[src/rtl/suma_mult_pkg.sv]
// Shared constants and state encoding for the binary-to-BCD converter
// that follows the sum-of-multiples core.
package suma_mult_pkg;

    localparam int unsigned BIN_W  = 32;
    localparam int unsigned DIGITS = 10;
    localparam int unsigned BCD_W  = 4 * DIGITS;
    localparam int unsigned ITER   = 32;
    localparam int unsigned CNT_W  = 6;

    typedef enum logic [1:0] {IDLE, CONVERT, DONE} state_e;

endpackage

[src/rtl/suma_mult_add3.sv]
// Double-dabble digit correction: add 3 to a BCD digit of 5 or more.
module suma_mult_add3 (
    input  logic [3:0] i_digit,
    output logic [3:0] o_digit
);

    assign o_digit = (i_digit >= 4'd5) ? i_digit + 4'd3 : i_digit;

endmodule

[src/rtl/suma_mult_bcd.sv]
// Converts each new 32-bit result into ten BCD digits, one double-dabble
// iteration per cycle, with a single-entry pending slot for back-to-back results.
module suma_mult_bcd
    import suma_mult_pkg::*;
(
    input  logic               clk,
    input  logic               rst,
    input  logic [BIN_W-1:0]   x_in,
    input  logic               x_valid,
    output logic [BCD_W-1:0]   bcd,
    output logic               done,
    output logic               busy,
    output logic               overrun
);

    state_e             r_state;
    logic               r_x_valid_q;
    logic [BIN_W-1:0]   r_shift;
    logic [BCD_W-1:0]   r_scratch;
    logic [CNT_W-1:0]   r_cnt;
    logic               r_pend;
    logic [BIN_W-1:0]   r_pend_x;
    logic [BCD_W-1:0]   r_bcd;
    logic               r_done;
    logic               r_overrun;

    logic               w_rise;
    logic               w_last;
    logic [BCD_W-1:0]   w_corr;
    logic [BCD_W-1:0]   w_scratch_nxt;
    logic [BIN_W-1:0]   w_shift_nxt;

    for (genvar g = 0; g < DIGITS; g++) begin : g_add3
        suma_mult_add3 u_add3 (
            .i_digit (r_scratch[4*g +: 4]),
            .o_digit (w_corr[4*g +: 4])
        );
    end

    assign w_rise        = x_valid & ~r_x_valid_q;
    assign w_last        = (r_cnt == CNT_W'(ITER - 1));
    assign w_scratch_nxt = {w_corr[BCD_W-2:0], r_shift[BIN_W-1]};
    assign w_shift_nxt   = {r_shift[BIN_W-2:0], 1'b0};

    always_ff @(posedge clk) begin
        if (rst) begin
            r_state     <= IDLE;
            r_x_valid_q <= 1'b0;
            r_shift     <= '0;
            r_scratch   <= '0;
            r_cnt       <= '0;
            r_pend      <= 1'b0;
            r_pend_x    <= '0;
            r_bcd       <= '0;
            r_done      <= 1'b0;
            r_overrun   <= 1'b0;
        end else begin
            r_x_valid_q <= x_valid;
            r_done      <= 1'b0;
            case (r_state)
                IDLE: begin
                    if (w_rise) begin
                        r_state   <= CONVERT;
                        r_shift   <= x_in;
                        r_scratch <= '0;
                        r_cnt     <= '0;
                    end
                end
                CONVERT: begin
                    r_scratch <= w_scratch_nxt;
                    r_shift   <= w_shift_nxt;
                    r_cnt     <= r_cnt + CNT_W'(1);
                    if (w_last) begin
                        r_bcd   <= w_scratch_nxt;
                        r_done  <= 1'b1;
                        r_state <= DONE;
                    end
                end
                DONE: begin
                    // A rise with nothing pending would only be parked and then
                    // picked up next cycle, so it is loaded straight away.
                    if (r_pend || w_rise) begin
                        r_state   <= CONVERT;
                        r_shift   <= r_pend ? r_pend_x : x_in;
                        r_scratch <= '0;
                        r_cnt     <= '0;
                        r_pend    <= 1'b0;
                    end else begin
                        r_state <= IDLE;
                    end
                end
                default: r_state <= IDLE;
            endcase
            // Placed after the case so a new pending value wins over the clear above.
            if (w_rise && (r_state == CONVERT || (r_state == DONE && r_pend))) begin
                r_pend_x <= x_in;
                r_pend   <= 1'b1;
                if (r_pend && r_state == CONVERT) begin
                    r_overrun <= 1'b1;
                end
            end
        end
    end

    assign bcd     = r_bcd;
    assign done    = r_done;
    assign busy    = (r_state != IDLE);
    assign overrun = r_overrun;

endmodule

[config.mk]
export PLATFORM = sky130hd
export DESIGN_NAME = suma_mult_bcd
export DESIGN_NICKNAME = d
export VERILOG_FILES = /design/src/rtl/suma_mult_pkg.sv /design/src/rtl/suma_mult_add3.sv /design/src/rtl/suma_mult_bcd.sv
export SDC_FILE = /design/constraint.sdc
export NUM_CORES = 1
export LEC_CHECK = 0
export ABC_AREA = 0
export CAP_MARGIN = 40
export CORE_AREA = 2 2 122 124
export CTS_CLUSTER_SIZE = 20
export DETAILED_ROUTE_END_ITERATION = 7
export DIE_AREA = 0 0 124 126
export PLACE_DENSITY = 0.75
export SLEW_MARGIN = 5
export SYNTH_ARGS = -nofsm -noshare
export SYNTH_HDL_FRONTEND = slang
export SYNTH_HIERARCHICAL = 1
export SYNTH_SLANG_ARGS = --single-unit
[constraint.sdc]
create_clock -name clk -period 1.8 [get_ports clk]
set_clock_uncertainty 0.1 [all_clocks]
set_input_delay 0.36 -clock clk [delete_from_list [all_inputs] [get_ports clk]]
set_output_delay 0.36 -clock clk [all_outputs]
set_load 0.1 [all_outputs]
==> flow_metrics.env <==
export IMPL_drc=0
export IMPL_fin_crit_sh_pct=100.2
export IMPL_hp_class="input pin to flop"
export IMPL_peakVddDrop_v=0.0007779
export IMPL_regToRegSetupSlack_ns=0.02
export IMPL_vias_per_cell=5.600
export IMPL_cts_buffers=17
export IMPL_worstMarginPinSlew_ns=0.3546
export IMPL_groute_usage_overall_pct=22.31
export IMPL_netlist_area_mm2=0.007151
export IMPL_worst_ep_arrival_time_ns=1.34
export IMPL_wire_per_inst_um=14.75
export IMPL_ff_latch_area_mm2=0.003126
export IMPL_slew_viol_final=0
export IMPL_start_util_pct=49.96
export IMPL_io_buffer_count=77
export IMPL_final_nets=1039
export IMPL_root_buffer="clkbuf_16"
export IMPL_pre_cts_slack_ns=-0.2707
export IMPL_gp_congestion=0.7741
export IMPL_dp_hpwl_mm=10.41
export IMPL_fp_dieArea_mm2=0.01562
export IMPL_worstSkewPairLatency_ns=0.42
export IMPL_cp_required_ns=1.34
export IMPL_setup_ws_ns=-0.003973
export IMPL_sequentialPowerShare_pct=34.6
export IMPL_cts_tree="yes"
export IMPL_grt_ovfl_total=0
export IMPL_clkSlewWorstSetupHoldPaths_ns=0.06
export IMPL_grt_pass1_wl_mm=28.28
export IMPL_grt_max_degree=45
export IMPL_cts_path_max_buffers=2
export IMPL_max_freq_mhz=554.3
export IMPL_combPwrFrac_pct=31.2
export IMPL_cap_viol_max_count=0
export IMPL_setup_violations=1
export IMPL_finalHoldViolations=0
export IMPL_rsz0062_at_grt="yes"
export IMPL_cts_sinks=156
export IMPL_final_cell_mix="nand2_1, dfxtp_1, a21oi_1"
export IMPL_fp_dieH_um=126
export IMPL_postSynthAreaPerCell_um2=7.866
export IMPL_drt_total_wl_mm=17.33
export IMPL_p_leak_nw=3.532
export IMPL_boundaryPins=78
export IMPL_final_common_cell="nand2_1"
export IMPL_critPathMaxFanout=4
export IMPL_finalCriticalPeriod_ns=1.804
export IMPL_slew_headroom_pct=76.31
export IMPL_crit_type="flop to output port"
export IMPL_grt_pass1_vias=6193
export IMPL_r2r_cells=7
export IMPL_drt_iter0_markers=464
export IMPL_netlist_instances=909
export IMPL_violations="negative setup slack"
export IMPL_synthesis_nets=970
export IMPL_core_area_mm2=0.01431
export IMPL_antenna_cells=0
export IMPL_drive_gt1_share_pct=17.15
export IMPL_p_sw_mw=3.604
export IMPL_h_tree_depth=4
export IMPL_swShare_pct=31.76
export IMPL_grt_antenna_before_repair=0
export IMPL_die_width_um=124
export IMPL_rows=44
export IMPL_start_kind="flop"
export IMPL_drt_pass1_iterations=5
export IMPL_yosys_warnings=6
export IMPL_ant_nets=0
export IMPL_p_int_mw=7.745
export IMPL_fin_area_mm2=0.009726
export IMPL_critPathCaptureType="output port"
export IMPL_area_delta_synth_final_pct=36.01
export IMPL_nFillCells=1106
export IMPL_hold_depth=2
export IMPL_p_clk_share_pct=34.1
export IMPL_vias=6580
export IMPL_cellPowerDensity_mw_per_mm2=1167
export IMPL_fin_util_pct=67.95
export IMPL_status="finished with violations"
export IMPL_multi_input_area_mm2=0.003834
export IMPL_place_area_mm2=0.008733
-- power by group through the flow --
| stage | Sequential (mW) | Clock, mW | Combinational (mW) |
|---|---|---|---|
| finish | 3.93 | 3.87 | 3.55 |
| detailed placement | 3.99 | 0 | 2.96 |
| global placement | 3.99 | 0 | 2.92 |
| floorplan | 3.96 | 0 | 1.90 |
| CTS | 3.92 | 3.92 | 2.99 |
| global route | 3.96 | 4.07 | 3.81 |
-- registers in the layout, summed over array words and instances, names as in the netlist --
| register | count |
|---|---|
| r_scratch | 40 |
| r_x_valid_q | 1 |
| r_pend_x | 32 |
| r_shift | 32 |
| r_cnt | 6 |
| overrun | 1 |
| r_state | 2 |
| done | 1 |
| r_pend | 1 |
| bcd | 40 |
-- per-layer routing --
layer / GRT usage (%) / vias to the layer above / share of wire [%]
li1: - / 3248 / -
met1: 27.75 / 3103 / 43
met2: 38.01 / 212 / 51
met3: 4.393 / 17 / 5.3
met4: 8.196 / 0 / 1.3
met5: 0 / - / 0
-- timing repair --
action | in CTS | in global routing
buffers inserted | 1 | 5
resized for setup | 8 | 46
setup endpoints to repair | 32 | 138
endpoints found under the hold margin | 0 | 0
pin swaps | 0 | 12
cloned | 0 | 3
hold buffers | 0 | 0
-- through the flow --
stage | setup TNS, ns | power [mW] | hold slack (ns) | instances
global placement | -11.65 | 6.905 | 0.3404 | 1134
CTS | -0.1094 | 10.84 | 0.2114 | 1167
detailed placement | -18.39 | 6.950 | 0.3462 | 1134
finish | -0.003973 | 11.35 | 0.2205 | 1175
floorplan | 0 | 5.854 | 0.3319 | 909
global route | -1.532 | 11.85 | 0.2250 | 1175
-- final timing paths --
path,end,start
max reg2reg,r_pend_x[31],r_state[0]
max,busy,r_state[1]
min,r_state[1],rst
min reg2reg,r_pend_x[9],r_pend_x[9]
-- cell type report --
type | instances | area share, %
inverters | 23 | 0.9134
repair buffers | 119 | 18.60
clock buffers | 20 | 4.593
well taps | 184 | 2.367
multi-input cells | 661 | 39.42
flip-flops and latches | 156 | 32.14
clock inverters | 12 | 1.968
-- critical path, stage by stage, from the launching register on --
cell and delay, ns:
dfxtp_2 0.36, inv_2 0.07, ha_4 0.17, buf_6 0.12, inv_4 0.05, buf_12 0.16
No activity file was read; power rests on OpenSTA's default activity.
